$ cat src/rtl/pc_unit.sv
// -----------------------------------------------------------------------------
// pc_unit -- program-counter unit for the IF stage of the MUSA core.
//
// Holds the word-addressed fetch PC and picks the next PC each cycle from:
// exception vector, stall hold, absolute jump, call (jump + push of the return
// address), return (pop of a circular return-address stack), PC-relative
// branch, or sequential increment, in that priority order.  A registered
// one-cycle redirect flag tells the pipeline to flush IF/ID after any
// non-sequential PC load.
//
// Ports:
//   clk           in   rising-edge clock
//   reset         in   synchronous active-high reset (overrides everything)
//   pc_write      in   1 = PC may advance, 0 = stall (PC and RAS hold)
//   exc_req       in   exception redirect; taken even while stalled
//   jump_en       in   PC <= jump_target
//   call_en       in   PC <= jump_target, push pc_out+1
//   ret_en        in   PC <= popped return address
//   branch_en     in   PC <= pc_out + sext(branch_off)
//   jump_target   in   [AW-1:0]   absolute target for jump/call
//   branch_off    in   [OFFW-1:0] signed word offset relative to pc_out
//   pc_out        out  [AW-1:0]   current fetch address (registered)
//   redirect      out  registered, high the cycle after a non-sequential load
//   ras_count     out  [CW-1:0]   valid RAS entries, 0..RAS_DEPTH
//   ras_overflow  out  registered one-cycle pulse: push while full
//   ras_underflow out  registered one-cycle pulse: pop while empty
//
// All outputs come straight from flops; there is no input-to-output
// combinational path.
// -----------------------------------------------------------------------------
module pc_unit #(
  parameter int            AW           = 13,
  parameter int            OFFW         = 16,
  parameter logic [AW-1:0] RESET_VECTOR = '0,
  parameter logic [AW-1:0] EXC_VECTOR   = AW'(1),
  parameter int            RAS_DEPTH    = 4,
  localparam int           PW           = $clog2(RAS_DEPTH),
  localparam int           CW           = PW + 1
) (
  input  logic            clk,
  input  logic            reset,
  input  logic            pc_write,
  input  logic            exc_req,
  input  logic            jump_en,
  input  logic            call_en,
  input  logic            ret_en,
  input  logic            branch_en,
  input  logic [AW-1:0]   jump_target,
  input  logic [OFFW-1:0] branch_off,
  output logic [AW-1:0]   pc_out,
  output logic            redirect,
  output logic [CW-1:0]   ras_count,
  output logic            ras_overflow,
  output logic            ras_underflow
);

  // Branch arithmetic is done in the wider of AW/OFFW so the offset is
  // sign-extended before the add; only the low AW bits are kept (mod 2^AW).
  localparam int EW = (OFFW > AW) ? OFFW : AW;

  // RAS: circular buffer. sp points at the next slot to write, so the top
  // entry lives at sp-1. When full, sp also points at the oldest entry, which
  // is exactly the one a push must overwrite.
  logic [AW-1:0] ras_mem [RAS_DEPTH];
  logic [PW-1:0] sp;
  logic [PW-1:0] sp_dec;

  logic [AW-1:0] pc_inc;
  logic [EW-1:0] br_sum;
  logic [AW-1:0] br_target;
  logic          ras_full;
  logic          ras_empty;

  // Next-state values
  logic [AW-1:0] pc_next;
  logic          redirect_next;
  logic [CW-1:0] count_next;
  logic [PW-1:0] sp_next;
  logic          ovf_next;
  logic          unf_next;
  logic          push;

  assign sp_dec    = sp - PW'(1);
  assign pc_inc    = pc_out + AW'(1);
  assign br_sum    = EW'(pc_out) + EW'($signed(branch_off));
  assign br_target = br_sum[AW-1:0];
  assign ras_full  = (ras_count == CW'(RAS_DEPTH));
  assign ras_empty = (ras_count == '0);

  // High bits of the wide branch sum are intentionally discarded.
  generate
    if (EW > AW) begin : g_br_trunc
      logic br_sum_unused;
      assign br_sum_unused = ^br_sum[EW-1:AW];
    end
  endgenerate

  always_comb begin
    pc_next       = pc_out;
    redirect_next = 1'b0;
    count_next    = ras_count;
    sp_next       = sp;
    ovf_next      = 1'b0;
    unf_next      = 1'b0;
    push          = 1'b0;

    if (exc_req) begin
      pc_next       = EXC_VECTOR;
      redirect_next = 1'b1;
    end else if (!pc_write) begin
      // Stall: hold PC and RAS; pulses and redirect fall to 0.
      pc_next = pc_out;
    end else if (jump_en) begin
      pc_next       = jump_target;
      redirect_next = 1'b1;
    end else if (call_en) begin
      pc_next       = jump_target;
      redirect_next = 1'b1;
      push          = 1'b1;
      sp_next       = sp + PW'(1);
      if (ras_full) begin
        ovf_next = 1'b1;
      end else begin
        count_next = ras_count + CW'(1);
      end
    end else if (ret_en) begin
      if (!ras_empty) begin
        pc_next       = ras_mem[sp_dec];
        redirect_next = 1'b1;
        sp_next       = sp_dec;
        count_next    = ras_count - CW'(1);
      end else begin
        // Return with nothing to return to: fall through sequentially.
        pc_next  = pc_inc;
        unf_next = 1'b1;
      end
    end else if (branch_en) begin
      pc_next       = br_target;
      redirect_next = 1'b1;
    end else begin
      pc_next = pc_inc;
    end
  end

  always_ff @(posedge clk) begin
    if (reset) begin
      pc_out        <= RESET_VECTOR;
      redirect      <= 1'b0;
      ras_count     <= '0;
      sp            <= '0;
      ras_overflow  <= 1'b0;
      ras_underflow <= 1'b0;
    end else begin
      pc_out        <= pc_next;
      redirect      <= redirect_next;
      ras_count     <= count_next;
      sp            <= sp_next;
      ras_overflow  <= ovf_next;
      ras_underflow <= unf_next;
    end
  end

  // Entry contents need no reset; they are only read when ras_count > 0.
  always_ff @(posedge clk) begin
    if (!reset && push) begin
      ras_mem[sp] <= pc_inc;
    end
  end

endmodule

$ cat config.mk
export PLATFORM = sky130hd
export DESIGN_NAME = pc_unit
export DESIGN_NICKNAME = d
export VERILOG_FILES = /design/src/rtl/pc_unit.sv
export SDC_FILE = /design/constraint.sdc
export NUM_CORES = 1
export LEC_CHECK = 0
export CORE_UTILIZATION = 35
export DETAILED_ROUTE_END_ITERATION = 10
export GPL_TIMING_DRIVEN = 0
export SETUP_SLACK_MARGIN = 0.15
export SYNTH_ARGS = -nofsm -noshare
export SYNTH_HDL_FRONTEND = slang
export SYNTH_SLANG_ARGS = --single-unit
$ cat constraint.sdc
create_clock -name clk -period 4 [get_ports clk]
set_input_delay 0.4 -clock clk [delete_from_list [all_inputs] [get_ports clk]]
set_output_delay 0.4 -clock clk [all_outputs]
set_load 0.005 [all_outputs]
# Word-level counts from Yosys, hierarchy flattened
# Memories as Yosys holds them, arrays and structs flattened.
# Index checks and enable logic that the tools add are counted.
# op_classes
add_sub_neg	6
n_eq_ne	3
n_mux	29
bitwise_logic	5
reduce_logical	10
# op_table
operator	n
2-to-1 mux 13 bit	5
2-to-1 mux 1 bit	17
adder 13 x 1 -> 13 bit, second input constant	1
adder 13 bit	1
2-to-1 mux 3 bit	4
2-to-1 mux 2 bit	3
AND reduction 6 bit	1
OR reduction 6 bit	1
NOT 1 bit	5
AND reduction 5 bit	1
OR reduction 5 bit	1
!= test 2 bit, second input constant	2
nonzero test 2 bit	2
adder 3 x 1 -> 3 bit, second input constant	1
== test 3 bit, second input constant	1
logical NOT 3 bit	1
subtractor 3 x 1 -> 3 bit, second input constant	1
adder 2 x 1 -> 2 bit, second input constant	1
OR reduction 2 bit	1
subtractor 2 x 1 -> 2 bit, second input constant	1
logical AND 1 bit	1
logical NOT 1 bit	1
# word_totals
reg_bits	21
mem_bits_rw	52
in_bits	37
out_inout_bits	19
wordCells	61
mem_count	1
# memory_table
memory	depth	word_bits	read_ports	rd_ports_with_merged_regs	write_ports	line	rtl
ras_mem	4	13	1	0	1	64	logic [AW-1:0] ras_mem [RAS_DEPTH];

# Logic depth before layout (Yosys ltp)
# An unclocked memory read counts as a cell.
# logic_depth
depth_word	8
mapped_depth	10
ltp_nobuf	7

# Worst setup path before layout
# No wires, ideal clock.
# synth_path
kind	reg-to-reg
startpoint	reg sp[0]
endpoint	reg pc_out[12]
setup_time_ns	0.130
arrival_ns	2.434
required_ns	3.870
setup_slack_ns	1.435
path_stages_with_launch	11
n_path_buf	3
synth_period_minus_slack_ns	2.565
path_cell_list	dfxtp_1 -> buf_2 -> buf_2 -> inv_1 -> ha_1 -> buf_1 -> mux4_2 -> nand3_1 -> a21oi_1 -> a221oi_1 -> o31ai_1
# synth_via
elab_chain_len	6
# synth_rtl
element	line	rtl
start, declared	65	logic [PW-1:0] sp;
start signal, assigned	157	sp <= sp_next;
subtractor 2 x 1 -> 2 bit	83	assign sp_dec = sp - PW'(1);
memory read (4 x 13 bit)	n/a	
2-to-1 mux 13 bit	127	if (!ras_empty) begin
2-to-1 mux 13 bit	126	end else if (ret_en) begin
2-to-1 mux 13 bit	116	end else if (call_en) begin
2-to-1 mux 13 bit	113	end else if (jump_en) begin
end signal, assigned	154	pc_out <= pc_next;
end, declared	50	output logic [AW-1:0] pc_out,
# No other way between the ends.
# A chain may end at the register's enable or synchronous reset.

# Final worst setup path
# layout_path
startpoint	reg sp[0]
endpoint	reg pc_out[0]
# layout_via
elab_chain_len	8
# layout_rtl
element	line	rtl
subtractor 2 x 1 -> 2 bit	83	
memory read (4 x 13 bit)	n/a	
2-to-1 mux 13 bit	127	
2-to-1 mux 13 bit	126	
2-to-1 mux 13 bit	116	
2-to-1 mux 13 bit	113	
2-to-1 mux 1 bit	110	end else if (!pc_write) begin
2-to-1 mux 1 bit	107	if (exc_req) begin
# No other way between the ends. The select of a mux whose other input is x is not followed.

==> results.json <==
{
  "finalHoldViolations": 0,
  "layout-drive-gt1-share": 0.106,
  "grt_max_degree": 16,
  "io_buffers": 48,
  "rsz0062_at_grt": "false",
  "antenna_found_initial": 0,
  "yosysWarnings": 0,
  "post-route-period-util": 0.804,
  "cp.required_ns": 4.20,
  "whs_path_depth": 2,
  "globalplace.congestion": 0.885,
  "power_frac_comb": 0.123,
  "layout_common_cells": "edfxtp_1, clkdlybuf4s50_1, nor2_1",
  "htreeDepth": 3,
  "yosysUniqueCellTypes": 58,
  "die_y_um": 110,
  "cts_buffers": 9,
  "firstDrtPassIters": 8,
  "cellPowerDensity_mw_per_mm2": 390,
  "critPathSlowestCell": "buf_1",
  "syn_area_per_cell_um2": 11.1,
  "power.static_leakage_uw": 0.00178,
  "synthesis.nets": 426,
  "yosys_register_bits": 73,
  "setup_violations": 0,
  "setup_ws_ns": 0.783,
  "vias": 3392,
  "drc": 2,
  "reg2reg_slack_ns": 0.78,
  "ant_nets": 0,
  "cp.depth": 10,
  "p_seq_frac": 0.421,
  "start_kind": "register",
  "nets": 485,
  "endpoint_kind": "register",
  "final_common_cell": "edfxtp_1",
  "cap_violations": 0,
  "cts.clk_slew.worst_paths_ns": 0.06,
  "relSlewSlack": 0.198,
  "clock-sinks": 73,
  "tns_ns": 0,
  "cp_top_family": "buffers and inverters",
  "timing.rr.start": "sp[0]",
  "hold-path-endpoint": "ras_count[1]",
  "die_x_um": 110,
  "cts_root_buffer": "clkbuf_16",
  "violations": "design-rule violations",
  "routed_via_density": 5.88,
  "path_buf_inv": 4,
  "grt_pass1_wl_mm": 17.7,
  "peakVddDrop_uv": 263,
  "tightestPinTransition_ns": 1.19,
  "ys_seq_area_frac": 0.484,
  "outcome": "finished with violations",
  "place_area_mm2": 0.00476,
  "p_sw_frac": 0.250,
  "cts-hold-fix-buffers": 0,
  "min_from": "reset",
  "wl_mm": 11.3,
  "overflow": 0,
  "path_cells": "buf_2 -> buf_2 -> inv_1 -> ha_1 -> buf_1 -> mux4_2 -> a21oi_1 -> o211ai_1 -> o211ai_1 -> a21oi_1",
  "ys_async_sr_fraction": 0,
  "core_mm2": 0.0114,
  "diodes": 0,
  "finClkSkew_ns": 0.00668,
  "dieArea_mm2": 0.0121,
  "hold_path.class": "in2reg",
  "synth_edf_count": 52,
  "track_usage": 0.200,
  "numPlacedInstances": 561,
  "cts_buffer_depth": 2,
  "ff2ff_path_depth": 10,
  "dp_hpwl_mm": 8.25,
  "fmax_mhz": 311,
  "wire_per_inst_um": 19.5,
  "syn_to_final_growth_pct": 24.3,
  "synth_cells": 370,
  "clk_latency_ns": 0.34,
  "pre_cts_ws_ns": 0.706,
  "rows": 39,
  "fin_cells": 577,
  "critPathKind": "reg2reg",
  "drt-initial-drc-count": 273,
  "postCtsSetupRepairBufs": 0,
  "synthFlopType": "edfxtp_1",
  "syn_area_mm2": 0.00410,
  "cts_resized": 0,
  "design_area_mm2": 0.00509,
  "start_util": 0.359,
  "pin_count": 56,
  "critPathArrivalTime_ns": 3.42,
  "p_int_uw": 1490,
  "worstReg2RegEnd": "pc_out[0]",
  "clkPwrFrac": 0.456,
  "p_sw_uw": 497,
  "drv_slew": 0,
  "crit_fanout": 10,
  "finalWorstPathRequiredPeriod_ns": 3.22,
  "cts_tree": "built",
  "grt_pass1_vias": 3185,
  "power_uw": 1990,
  "max_stage_delay_ns": 0.54
}
-- Yosys cell counts (all sizes together) (4+ instances only) --
master	n	area, µm²
or3	7	43.8
dfxtp	21	420
buf	8	37.5
o21a	4	30.0
edfxtp	52	1560
nor3	6	30.0
nor2	33	126
ha	17	213
o2111ai	5	43.8
nand3	12	60.1
and2	4	25.0
clkbuf	8	31.3
o21ai	13	65.1
a21oi	27	135
inv	14	52.6
a221oi	5	43.8
xor2	10	87.6
o31ai	7	52.6
o211ai	13	97.6
mux4	13	293
nand2	25	93.8
a211oi	4	30.0
xnor2	8	70.1
-- metal layers --
metal / up-vias / track usage / share of wire
met4: 0 / 0.0686 / 0.020
met5: - / 0 / 0
met1: 1660 / 0.291 / 0.45
met3: 17 / 0.0423 / 0.081
li1: 1550 / - / -
met2: 165 / 0.294 / 0.45
-- sequential cells by signal, summed over array words and instances, names as in the netlist --
name,flops
ras_mem,52
sp,2
ras_overflow,1
ras_count,3
redirect,1
pc_out,13
ras_underflow,1
-- per-stage QoR --
| step | util | hold WS (ns) |
|---|---|---|
| 2_1_floorplan | - | 0.507 |
| 3_3_place_gp | 0.417 | 0.544 |
| 3_5_place_dp | 0.417 | 0.551 |
| 4_1_cts | 0.446 | 0.477 |
| 5_1_grt | 0.446 | 0.487 |
| 6_report | 0.446 | 0.475 |
-- cell type report --
type                            instances  area (µm²)
Tap cell                              143         179
Inverter                               14        52.6
Clock inverter                          7         111
Fill cell                            1100        6330
Buffer                                 16        68.8
Clock buffer                            9         225
Timing Repair Buffer                   48         480
Multi-Input combinational cell        267        1990
Sequential cell                        73        1980
-- worst max-delay path by stage --
stage          startpoint            end
2_1_floorplan       sp[0]     pc_out[12]
3_3_place_gp      exc_req  ras_mem[1][5]
3_5_place_dp      exc_req  ras_mem[1][5]
4_1_cts             sp[0]      pc_out[0]
5_1_grt             sp[0]      pc_out[0]
6_report            sp[0]      pc_out[0]
-- kinds of logic after synthesis --
kind of cell / after synthesis / share of synthesized area
flops: 73 / 0.484
fa+ha+maj: 19 / 0.0617
simple gates: 110 / 0.135
xor+xnor: 18 / 0.0385
buf+inv: 30 / 0.0296
mux: 17 / 0.0816
compound gates: 103 / 0.170
-- power groups by stage --
stage               registers, µW  logic, µW  clock network, µW
finish                        837        244                907
global route                  839        267                937
CTS                           836        242                915
detailed placement            852        240                  0
global placement              852        237                  0
floorplan                     848        142                  0
-- worst reg2reg max path, stage by stage, from the launching register on --
cell and delay [ns]:
dfxtp_1 0.38, buf_2 0.22, buf_2 0.36, inv_1 0.15, ha_1 0.43, buf_1 0.54, mux4_2 0.43, a21oi_1 0.17
o211ai_1 0.17, o211ai_1 0.15, a21oi_1 0.08
Note: power is estimated with default switching activity, not from simulation.
